===== src/rtl/ts_packet_scheduler_if.sv =====
// Handshake bundle between the TS packet scheduler, the per-channel input FIFOs,
// the byte mux and the output FIFO.
interface ts_packet_scheduler_if;
   logic [3:0] pkt_rdy;
   logic [7:0] mux_data;
   logic       fifo_full;
   logic [1:0] mux_ctrl;
   logic [3:0] rd_en;
   logic       fifo_wr;
   logic       pkt_done;
   logic       sync_err;

   // Scheduler side.
   modport master (
      input  pkt_rdy, mux_data, fifo_full,
      output mux_ctrl, rd_en, fifo_wr, pkt_done, sync_err
   );

   // Channel / mux / output FIFO side.
   modport slave (
      output pkt_rdy, mux_data, fifo_full,
      input  mux_ctrl, rd_en, fifo_wr, pkt_done, sync_err
   );
endinterface


===== src/rtl/ts_packet_scheduler.sv =====
// Packet-granular round-robin scheduler for four MPEG-2 TS channels: grants one
// channel per 188-byte packet, strobes its bytes into the output FIFO, checks sync.
module ts_packet_scheduler #(
   parameter int unsigned PKT_LEN   = 188,
   parameter logic [7:0]  SYNC_BYTE = 8'h47,
   parameter int unsigned CNT_W     = 8
) (
   input logic                   clk,
   input logic                   rst,
   ts_packet_scheduler_if.master bus
);

   typedef enum logic [1:0] {
      IDLE  = 2'd0,
      GRANT = 2'd1,
      XFER  = 2'd2
   } state_t;

   localparam logic [CNT_W-1:0] LAST_CNT = CNT_W'(PKT_LEN - 1);

   state_t           state;
   state_t           state_nxt;
   logic [1:0]       last_grant;
   logic [1:0]       grant_nxt;
   logic [1:0]       cand;
   logic             grant_vld;
   logic [CNT_W-1:0] byte_cnt;
   logic             wr;
   logic             last_byte;

   assign last_byte = (byte_cnt == LAST_CNT);

   // Round-robin pick: scan offsets 4..1 so the nearest ready channel after
   // last_grant is the final (winning) assignment; 2-bit add wraps mod 4.
   always_comb begin
      // NOTE: every variable gets a default before any branch, so no latch is inferred.
      grant_vld = 1'b0;
      grant_nxt = last_grant;
      cand      = last_grant;
      for (int i = 4; i >= 1; i--) begin
         cand = last_grant + 2'(i);
         if (bus.pkt_rdy[cand]) begin
            grant_vld = 1'b1;
            grant_nxt = cand;
         end
      end
   end

   always_ff @(posedge clk or posedge rst) begin
      // NOTE: sequential state uses non-blocking assignments only.
      if (rst) state <= IDLE;
      else     state <= state_nxt;
   end

   always_comb begin
      state_nxt = state;
      unique case (state)
         IDLE:    if (|bus.pkt_rdy) state_nxt = GRANT;
         GRANT:   state_nxt = grant_vld ? XFER : IDLE;
         XFER:    if (wr && last_byte) state_nxt = IDLE;
         default: state_nxt = IDLE;
      endcase
   end

   always_comb begin
      wr           = (state == XFER) && !bus.fifo_full;
      bus.rd_en    = '0;
      if (wr) bus.rd_en[bus.mux_ctrl] = 1'b1;
      bus.fifo_wr  = wr;
      bus.pkt_done = wr && last_byte;
   end

   // mux_ctrl only changes in GRANT, so it is stable for the whole transfer.
   always_ff @(posedge clk or posedge rst) begin
      if (rst) begin
         bus.mux_ctrl <= 2'd0;
         last_grant   <= 2'd3;
         byte_cnt     <= '0;
         bus.sync_err <= 1'b0;
      end else begin
         bus.sync_err <= wr && (byte_cnt == '0) && (bus.mux_data != SYNC_BYTE);
         if (state == GRANT && grant_vld) begin
            bus.mux_ctrl <= grant_nxt;
            last_grant   <= grant_nxt;
            byte_cnt     <= '0;
         end else if (wr) begin
            byte_cnt <= last_byte ? '0 : byte_cnt + 1'b1;
         end
      end
   end

endmodule


===== src/flat_wrapper.sv =====
// flat-port wrapper written by rule: the top's interface ports become plain ports
module ts_packet_scheduler_flat 
#(
   parameter int unsigned PKT_LEN   = 188,
   parameter logic [7:0]  SYNC_BYTE = 8'h47,
   parameter int unsigned CNT_W     = 8
)
  (clk, rst, bus_pkt_rdy, bus_mux_data, bus_fifo_full, bus_mux_ctrl, bus_rd_en, bus_fifo_wr, bus_pkt_done, bus_sync_err);
  ts_packet_scheduler_if bus_i ();
  input logic clk;
  input logic rst;
  input wire logic [$bits(bus_i.pkt_rdy)-1:0] bus_pkt_rdy;
  input wire logic [$bits(bus_i.mux_data)-1:0] bus_mux_data;
  input wire logic [$bits(bus_i.fifo_full)-1:0] bus_fifo_full;
  output wire logic [$bits(bus_i.mux_ctrl)-1:0] bus_mux_ctrl;
  output wire logic [$bits(bus_i.rd_en)-1:0] bus_rd_en;
  output wire logic [$bits(bus_i.fifo_wr)-1:0] bus_fifo_wr;
  output wire logic [$bits(bus_i.pkt_done)-1:0] bus_pkt_done;
  output wire logic [$bits(bus_i.sync_err)-1:0] bus_sync_err;
  assign bus_i.pkt_rdy = bus_pkt_rdy;
  assign bus_i.mux_data = bus_mux_data;
  assign bus_i.fifo_full = bus_fifo_full;
  assign bus_mux_ctrl = bus_i.mux_ctrl;
  assign bus_rd_en = bus_i.rd_en;
  assign bus_fifo_wr = bus_i.fifo_wr;
  assign bus_pkt_done = bus_i.pkt_done;
  assign bus_sync_err = bus_i.sync_err;
  ts_packet_scheduler #(.PKT_LEN(PKT_LEN), .SYNC_BYTE(SYNC_BYTE), .CNT_W(CNT_W)) u_core (.clk(clk), .rst(rst), .bus(bus_i));
endmodule

===== config.mk =====
export PLATFORM = sky130hd
export DESIGN_NAME = ts_packet_scheduler_flat
export DESIGN_NICKNAME = d
export VERILOG_FILES = /design/src/rtl/ts_packet_scheduler_if.sv /design/src/rtl/ts_packet_scheduler.sv /design/src/flat_wrapper.sv
export SDC_FILE = /design/constraint.sdc
export NUM_CORES = 1
export LEC_CHECK = 0
export BUFFER_PORTS_ARGS = -buffer_cell sky130_fd_sc_hd__buf_2
export CORE_UTILIZATION = 46
export DETAILED_ROUTE_END_ITERATION = 7
export PLACE_DENSITY = 0.7
export REMOVE_ABC_BUFFERS = 1
export SYNTH_ARGS = -nofsm -noshare
export SYNTH_HDL_FRONTEND = slang
export SYNTH_SLANG_ARGS = --single-unit

===== constraint.sdc =====
create_clock -name clk -period 1.79 [get_ports clk]
set_input_delay 0 -clock clk [delete_from_list [all_inputs] [get_ports clk]]
set_output_delay 0 -clock clk [all_outputs]
set_load 0.02 [all_outputs]

== Word level (Yosys, flattened, before mapping) ==
Cells that the tools add are included.
Word-level totals
  bits in registers: 15
  bits in latches: 0
  memory bits (writable): 0
  memory bits (read-only): 0
  input port bits: 15
  output and inout port bits: 9
  logic and storage cells: 58
  memories kept: 0
Cells by class
  $add $sub $neg: 4
  multipliers: 0
  divide/modulo/power cells: 0
  order comparisons: 6
  eq/ne operators: 6
  shift-type cells: 0
  mux-type cells: 25
  bitwise operators: 0
  reductions and logical operators: 12
Operators by type and width (number)
  $mux W8: 3
  $lt A2 B3 Y1 const B: 5
  $mux W2: 6
  $mux W1: 9
  $add A8 B1 Y8 const B: 1
  $bmux W1 S2: 4
  $eq A8 B8 Y1 const B: 1
  $logic_not A8 Y1: 1
  $ne A8 B7 Y1 const B: 1
  $logic_and A1 B1 Y1: 6
  $pmux W2 S3: 1
  $add A2 B2 Y2 const B: 2
  $mux W4: 1
  $reduce_or A4 Y1: 1
  $add A2 B1 Y2 const B: 1
  $demux W1 S2: 1
  $eq A2 B1 Y1 const B: 1
  $eq A2 B2 Y1 const B: 1
  $ge A2 B1 Y1 const B: 1
  $logic_not A2 Y1: 1
  $ne A2 B1 Y1 const B: 1
  $ne A2 B2 Y1 const B: 1
  $reduce_and A2 Y1: 1
  $reduce_bool A2 Y1: 1
  $logic_not A1 Y1: 1

== Depth between registers and ports, before layout ==
Gate-level depths: netlist of the first run.
  depth after elaboration: 8
  mapped depth: 7
  depth with buffers taken out: 6

== Worst setup path after synthesis of the first run ==
Ideal clock, no wire load.
  path type: flip-flop to flip-flop
  start point: reg u_core.state[0]
  end point: reg u_core.byte_cnt[5]
  setup time: 0.080 ns
  arrival: 1.678 ns
  data required time: 1.710 ns
  setup slack: 0.031 ns
  cell stages (with the launch flop): 7
  path buffers: 1
  clock period less this slack: 1.759 ns
  path through: dfrtp_1 or3_1 buf_6 clkinv_8 a32oi_4 or4_1 a21oi_1
On the way
  cells in the longest elaborated chain, start to end: 3
  elaborated cells between the ends (all ways): 6
  classes of those cells: 2 x eq/ne; 1 x mux; 3 x reduce/logical
RTL lines
  from (decl): line ts_packet_scheduler.sv:21  | state_t state;
  from (signal assigned): line ts_packet_scheduler.sv:52  | else state <= state_nxt;
  $eq A2 B2 Y1: line ts_packet_scheduler.sv:66  | wr = (state == XFER) && !bus.fifo_full;
  $logic_and A1 B1 Y1: line ts_packet_scheduler.sv:66
  named net bus_fifo_wr: line flat_wrapper.sv:17  | output wire logic [$bits(bus_i.fifo_wr)-1:0] bus_fifo_wr;
  $reduce_bool A2 Y1 (no source line)
  to (signal assigned): line ts_packet_scheduler.sv:87  | byte_cnt <= last_byte ? '0 : byte_cnt + 1'b1;
  to (decl): line ts_packet_scheduler.sv:27  | logic [CNT_W-1:0] byte_cnt;
The timed path passes the listed nets, and every way through them passes these cells.
A chain may end at the register's enable or synchronous reset.

== Worst setup path after layout of the first run ==
  start point: reg u_core.state[1]
  end point: reg u_core.byte_cnt[5]
On the way
  cells in the longest elaborated chain, start to end: 3
  elaborated cells between the ends (all ways): 6
  classes of those cells: 2 x eq/ne; 1 x mux; 3 x reduce/logical
RTL lines (line)
  $eq A2 B1 Y1 or $eq A2 B2 Y1 (tied branches): ts_packet_scheduler.sv:82, ts_packet_scheduler.sv:66
  $logic_and A1 B1 Y1, on equally long branches: ts_packet_scheduler.sv:82, ts_packet_scheduler.sv:66
  $mux W8 or $reduce_bool A2 Y1 (tied branches)
Parallel ways exist; a longest one is shown, timed or not.

==> summary.md, run 1 <==
| Metric | Value |
|---|---|
| DR WL/cell | `12.5 µm` |
| Yosys warns | `0` |
| CP max FO | `8` |
| Clock Path Buffers | `2` |
| TritonCTS clock tree | `yes` |
| Logic gate share of total power | `44.6%` |
| Vias per cell | `around 5.5` |
| Worst hold path class | `primary input to register` |
| Io pins | `24` |
| Largest net degree at the start of global routing | `16` |
| Sw frac | `41.0%` |
| Post-Syn Area | `921 µm²` |
| GRT Total Usage | `21.1%` |
| Placer Congestion | `0.865` |
| CTS Buf Count | `3` |
| Final setup vio count | `0` |
| Die area | `2180 µm²` |
| Buffers on Ports | `23` |
| CTS sink cnt | `15` |
| Via count | `~880` |
| Max-slew violation count | `0` |
| Synth area leaders | `dfrtp_1, dfstp_2, a21oi_1` |
| First-pass GRT wire length | `3.30 mm` |
| Leakage power total | `0.543 nW` |
| Critical Path RT | `around 2.0 ns` |
| Remaining antenna violation count | `0` |
| Crit start category | `register` |
| Clock period minus worst slack | `1.70 ns` |
| EDFF count, synth | `0` |
| Core Area | `1800 µm²` |
| Status | `finished, final reports clean` |
| P_sw | `0.000559 W` |
| Leading area contributor after synthesis | `dfrtp_1` |
| Slew @ Worst Pin | `0.568 ns` |
| Flop pwr share | `41.5%` |
| Clock transition at path regs | `around 0.09 ns` |
| DP Worst Slack | `between 0.004 and 0.005 ns` |
| # nets final | `153` |
| CTS H-tree lvls | `1` |
| Seq/Total Area, Yosys | `about two fifths` |
| Total power | `0.00136 W` |
| Die H | `46.7 µm` |
| Synth unique cells | `35` |
| Hold violation count in the final report | `0` |
| P&R area growth vs syn | `24.0%` |
| Layout Skew | `0.000711 ns` |
| Ys async rst share | `100%` |
| Worst IR drop on VDD | `around 0.00065 V` |
| Worst-Skew Late Latency | `0.27 ns` |
| Rows | `15` |
| Top_reg_cell synth | `dfrtp_1` |
| Critical Path End Type | `register` |
| Drt first pass iters | `4` |
| Clock Power Share | `14.0%` |
| Final Cycle Share | `between 90 and 100%` |
| Internal Power | `0.000805 W` |
| Avg Cell Area, Syn | `8.94 µm²` |
| Die Width | `about 47 µm` |
| FF+latch count, synth | `15` |
| Setup CP Type | `register to register` |
| DR iter-0 viols | `8` |
| Layout cells sized above 1 | `28.9%` |
| Area share of the largest cell type after synthesis | `35.3%` |
| Worst path arrival time | `1.91 ns` |
| P per Cell Area | `1190 nW/µm²` |
| Vias in the first global route | `757` |
| Grt total ovfl | `0` |
| RSZ-0062 raised after global routing | `no` |
| DRC violations left | `0` |
| Most frequent cells in the layout | `buf_2, dfrtp_1, nand2_1, a21oi_1, nor2_1` |
| F_max | `around 590 MHz` |
| Diode count | `0` |
| Post-Syn Instances | `103` |
| Fillers | `around 180` |
| Post-DP HPWL | `1.55 mm` |
| Max-cap violations | `0` |
| Final worst slack | `0.0912 ns` |
| Slew HR | `62.1%` |
| Initial antenna violation count | `0` |
| Drt total wl | `2.00 mm` |
| Clock Root Buffer | `clkbuf_4` |
| Initial Util | `51.1%` |
| Most common cell after layout, fill and taps aside | `buf_2` |
[cell type report]
| cell class | instances | area [µm²] | share of cell area, % |
|---|---|---|---|
| Sequential cell | 15 | 378 | 33.1 |
| Tap cell | 25 | 31.3 | 2.74 |
| Timing Repair Buffer | 30 | 170 | 14.9 |
| Clock buffer | 4 | 26.3 | 2.30 |
| Inverter | 7 | 38.8 | 3.40 |
| Multi-Input combinational cell | 79 | 498 | 43.6 |
[sequential cells by signal, indices dropped and copies added, names as in the netlist]
signal / flops
u_core.byte_cnt: 8
u_core.bus.mux_ctrl: 2
u_core.last_grant: 2
u_core.state: 2
u_core.bus.sync_err: 1
[metal layers]
metal | part of all wire (%) | global-route usage (%) | vias to the layer above
met5 | 0 | 0 | -
met2 | 53 | 38.1 | 8
met4 | 0.80 | 6.86 | 0
li1 | - | - | 446
met3 | 1.3 | 2.31 | 2
met1 | 45 | 26.2 | 422
[kinds of logic after synthesis]
logic type,after synthesis,synth area share (%)
simple gates,51,30.7
xor+xnor,1,0.951
fa+ha+maj,2,2.72
buf+inv,9,5.84
flops,15,41.0
compound gates,25,18.8
[cells in the mapped netlist (2+ instances only)]
cell and n:
a21o_1 2, a21oi_1 10, and3_1 3, dfrtp_1 13, dfstp_2 2, ha_1 2, inv_1 5, nand2_1 12
nand3_1 4, nand4_1 4, nor2_1 7, nor3_1 3, nor3b_1 2, nor4_1 2, o21ai_0 6, o31ai_1 2
or3_1 5, or4_1 2
[power by group through the flow]
stage / Clock, W / Sequential [W] / Combinational, W
3_5_place_dp: 0 / 0.000572 / 0.000584
4_1_cts: 0.000199 / 0.000566 / 0.000587
3_3_place_gp: 0 / 0.000564 / 0.000572
6_report: 0.000190 / 0.000566 / 0.000608
2_1_floorplan: 0 / 0.000595 / 0.000342
5_1_grt: 0.000216 / 0.000585 / 0.000671
[worst max-delay path, cell delays in order (launching register included)]
cell and delay, ns:
dfrtp_1 0.38, inv_2 0.05, or3_4 0.42, clkinv_8 0.08
a32oi_4 0.06, or4_1 0.51, a21oi_2 0.14
[per-stage QoR]
| stage | setup TNS, ns | cells | cell area, µm² | hold slack (ns) | utilization [%] |
|---|---|---|---|---|---|
| 5_1_grt | 0 | 160 | 1140 | 0.0860 | 63.4 |
| 6_report | 0 | 160 | 1140 | 0.0357 | 63.4 |
| 2_1_floorplan | -0.0329 | 101 | 906 | -0.100 | - |
| 3_3_place_gp | 0 | 154 | 1090 | 0.0777 | 60.5 |
| 3_5_place_dp | 0 | 154 | 1090 | 0.0881 | 60.5 |
| 4_1_cts | 0 | 159 | 1130 | 0.0369 | 62.5 |
[what timing repair did]
item / in CTS / in global routing
buffers inserted: 0 / 1
endpoints found under the setup margin: 0 / 3
endpoints found under the hold margin: 13 / 0
resized for setup: 0 / 2
hold buffers: 1 / 0
[path summary, 6_finish.rpt]
kind | from | to | slack (ns) | cells past startpoint
worst max-delay path | u_core.state[1] | u_core.byte_cnt[5] | 0.09 | 6
worst min-delay path | bus_mux_data[4] | u_core.bus.sync_err | 0.04 | 3
worst max register to register | u_core.state[1] | u_core.byte_cnt[5] | 0.09 | 6
worst min register to register | u_core.last_grant[0] | u_core.last_grant[0] | 0.54 | 1
max in group asynchronous | rst | u_core.last_grant[1] | 1.10 | 3
min in group asynchronous | rst | u_core.byte_cnt[3] | 0.32 | 3
(Power assumes the default switching activity.)
==> run 2, diff against run 1 <==
--- a/config.mk
+++ b/config.mk
@@ -10,6 +10,7 @@
 export DETAILED_ROUTE_END_ITERATION = 7
 export PLACE_DENSITY = 0.7
 export REMOVE_ABC_BUFFERS = 1
+export SETUP_SLACK_MARGIN = 0.5
 export SYNTH_ARGS = -nofsm -noshare
 export SYNTH_HDL_FRONTEND = slang
 export SYNTH_SLANG_ARGS = --single-unit
==> run 2 against run 1 <==
Against the previous run: count of clock-buffer cells in the layout stayed put; fmax is 3.4% higher; sequential cell count did not move; via count is 10% higher; hold slack got worse by 0.032 ns; sequential share of layout area is 5.5 points lower; wire length rose by 26%; total power is 20% higher; critical endpoint is now u_core.byte_cnt[6]; clock skew grew 0.0042 ns; highest routed layer unchanged; final area grew 20%; sequential power increased by 1%.
==> summary.md, run 2 (synthesized netlist as in run 1, its figures left out) <==
| Metric | Value |
|---|---|
| TritonCTS clock tree | `yes` |
| Die Width | `46.7 µm (unchanged)` |
| Most frequent cells in the layout | `buf_4, buf_2, dfrtp_1, nand2_1` |
| DP Worst Slack | `0.00466 ns (unchanged)` |
| Clock Root Buffer | `clkbuf_4` |
| Max incr delay on CP | `0.42 ns (-0.09 ns)` |
| Die H | `46.7 µm (unchanged)` |
| Fillers | `135 (-23%)` |
| Cell Chain, Critical Path | `or3_4, clkinv_8, a32oi_4, buf_4, or3_1, a21oi_2` |
| Critical Path End Type | `register` |
| Drt total wl | `2.53 mm (+26%)` |
| Setup CP Type | `register to register` |
| Placer Congestion | `0.865 (unchanged)` |
| P&R area growth vs syn | `49.3%` |
| Slew @ Worst Pin | `0.570 ns (+0.00219 ns)` |
| Die area | `2180 µm² (unchanged)` |
| Buffers on Ports | `23 (unchanged)` |
| Crit start category | `register` |
| R2R setup slack | `0.15 ns (+0.06 ns)` |
| Clock Path Buffers | `2 (unchanged)` |
| DR WL/cell | `14.7 µm (+18%)` |
| Worst hold path class | `primary input to register` |
| Worst path arrival time | `1.86 ns (-0.05 ns)` |
| Largest net degree at the start of global routing | `16 (unchanged)` |
| Hold violation count in the final report | `0 (unchanged)` |
| Core Area | `1800 µm² (unchanged)` |
| Worst-Skew Late Latency | `0.28 ns (about the same)` |
| Clock period minus worst slack | `1.64 ns (-0.0558 ns)` |
| Status | `finished, final reports clean` |
| Grt total ovfl | `0 (unchanged)` |
| Via count | `969 (+10%)` |
| Worst IR drop on VDD | `0.000839 V (+28%)` |
| Layout cells sized above 1 | `49.7% (+21 points)` |
| Drt first pass iters | `4 (unchanged)` |
| Final Cycle Share | `91.8% (-3.1 points)` |
| Layout Skew | `0.00487 ns (+0.00416 ns)` |
| Vias per cell | `5.63 (+2.7%)` |
| Total power | `0.00164 W (+20%)` |
| First-pass GRT wire length | `3.71 mm (+12%)` |
| CTS H-tree lvls | `1 (unchanged)` |
| DR iter-0 viols | `29 (+21)` |
| Worst path slowest cell | `or3_4` |
| Final setup vio count | `0 (unchanged)` |
| F_max | `609 MHz (+3.4%)` |
| Initial antenna violation count | `0 (unchanged)` |
| Reg with most FFs | `u_core.byte_cnt` |
| Hold path depth | `3 (unchanged)` |
| DRC violations left | `0 (unchanged)` |
| Post-DP HPWL | `1.55 mm (unchanged)` |
| Vias in the first global route | `840 (+11%)` |
| Worst reg2reg path depth | `6 (unchanged)` |
| Initial Util | `51.1% (unchanged)` |
| Max-cap violations | `0 (unchanged)` |
| Slew HR | `61.9% (-0.15 points)` |
| # nets final | `165 (+7.8%)` |
| Max-slew violation count | `0 (unchanged)` |
| CTS Buf Count | `3 (unchanged)` |
| P per Cell Area | `1190 nW/µm² (-0.23%)` |
| Leakage power total | `0.621 nW (+14%)` |
| GRT Total Usage | `23.7% (+2.6 points)` |
| Max FFs per register | `8 (unchanged)` |
| CP max FO | `7 (-1)` |
| Final worst slack | `0.147 ns (+0.0558 ns)` |
| Diode count | `0 (unchanged)` |
| CTS sink cnt | `15 (unchanged)` |
| Io pins | `24 (unchanged)` |
| Remaining antenna violation count | `0 (unchanged)` |
| Most common cell after layout, fill and taps aside | `buf_4` |
| RSZ-0062 raised after global routing | `yes` |
| Critical Path RT | `2.01 ns (about the same)` |
| Rows | `15 (unchanged)` |
| Clock transition at path regs | `0.10 ns (about the same)` |
[run 2: through the flow]
step	util, %	cell area [µm²]	instances	hold slack [ns]	TNS [ns]
after floorplan	-	906	101	-0.100	-0.0329
after global placement	60.5	1090	154	0.0777	0
after detailed placement	60.5	1090	154	0.0881	0
after CTS	70.2	1260	166	0.0369	0
after global routing	76.3	1380	172	0.0263	0
final	76.3	1380	172	0.00356	0
[run 2: final cells by class]
class                   instances  area, µm²  share of cell area [%]
multi-input cells              79        617                    44.9
repair buffers                 42        283                    20.6
well taps                      25       31.3                    2.27
inverters                       7       38.8                    2.82
clock buffers                   4       26.3                    1.91
flip-flops and latches         15        379                    27.6
[run 2: what timing repair did]
action | CTS | global route
gates resized for setup | 24 | 15
endpoints found under the hold margin | 13 | 0
hold buffers | 1 | 0
pin swaps | 17 | 6
gates cloned | 0 | 0
buffers inserted | 7 | 6
endpoints found under the setup margin | 18 | 18
[run 2: per-layer routing]
layer	routed length (µm)	GRT usage (%)	vias up
li1	-	-	468
met1	1070	29.3	487
met2	1410	43.6	12
met3	41	2.31	2
met4	15	6.86	0
met5	0	0	-
[run 2: worst max-delay path: cells and delay by family, from the launching register on]
| family | cells | cell delay [ns] |
|---|---|---|
| flops | 1 | 0.40 |
| buf+inv | 2 | 0.23 |
| compound gates | 2 | 0.19 |
| simple gates | 2 | 0.76 |
[run 2: report_power, final]
part | total (W) | switching (W) | internal, W
Clock | 0.000203 | 0.000116 | 0.0000864
Combinational | 0.000863 | 0.000453 | 0.000411
Sequential | 0.000572 | 0.000120 | 0.000452
Total | 0.00164 | 0.000689 | 0.000949
[run 2: path summary, 6_finish.rpt]
kind	from	end
setup / recovery	u_core.state[0]	u_core.byte_cnt[6]
hold / removal	bus_mux_data[4]	u_core.bus.sync_err
setup reg to reg	u_core.state[0]	u_core.byte_cnt[6]
hold reg to reg	u_core.state[1]	u_core.state[0]
max in group asynchronous	rst	u_core.byte_cnt[2]
min in group asynchronous	rst	u_core.state[1]
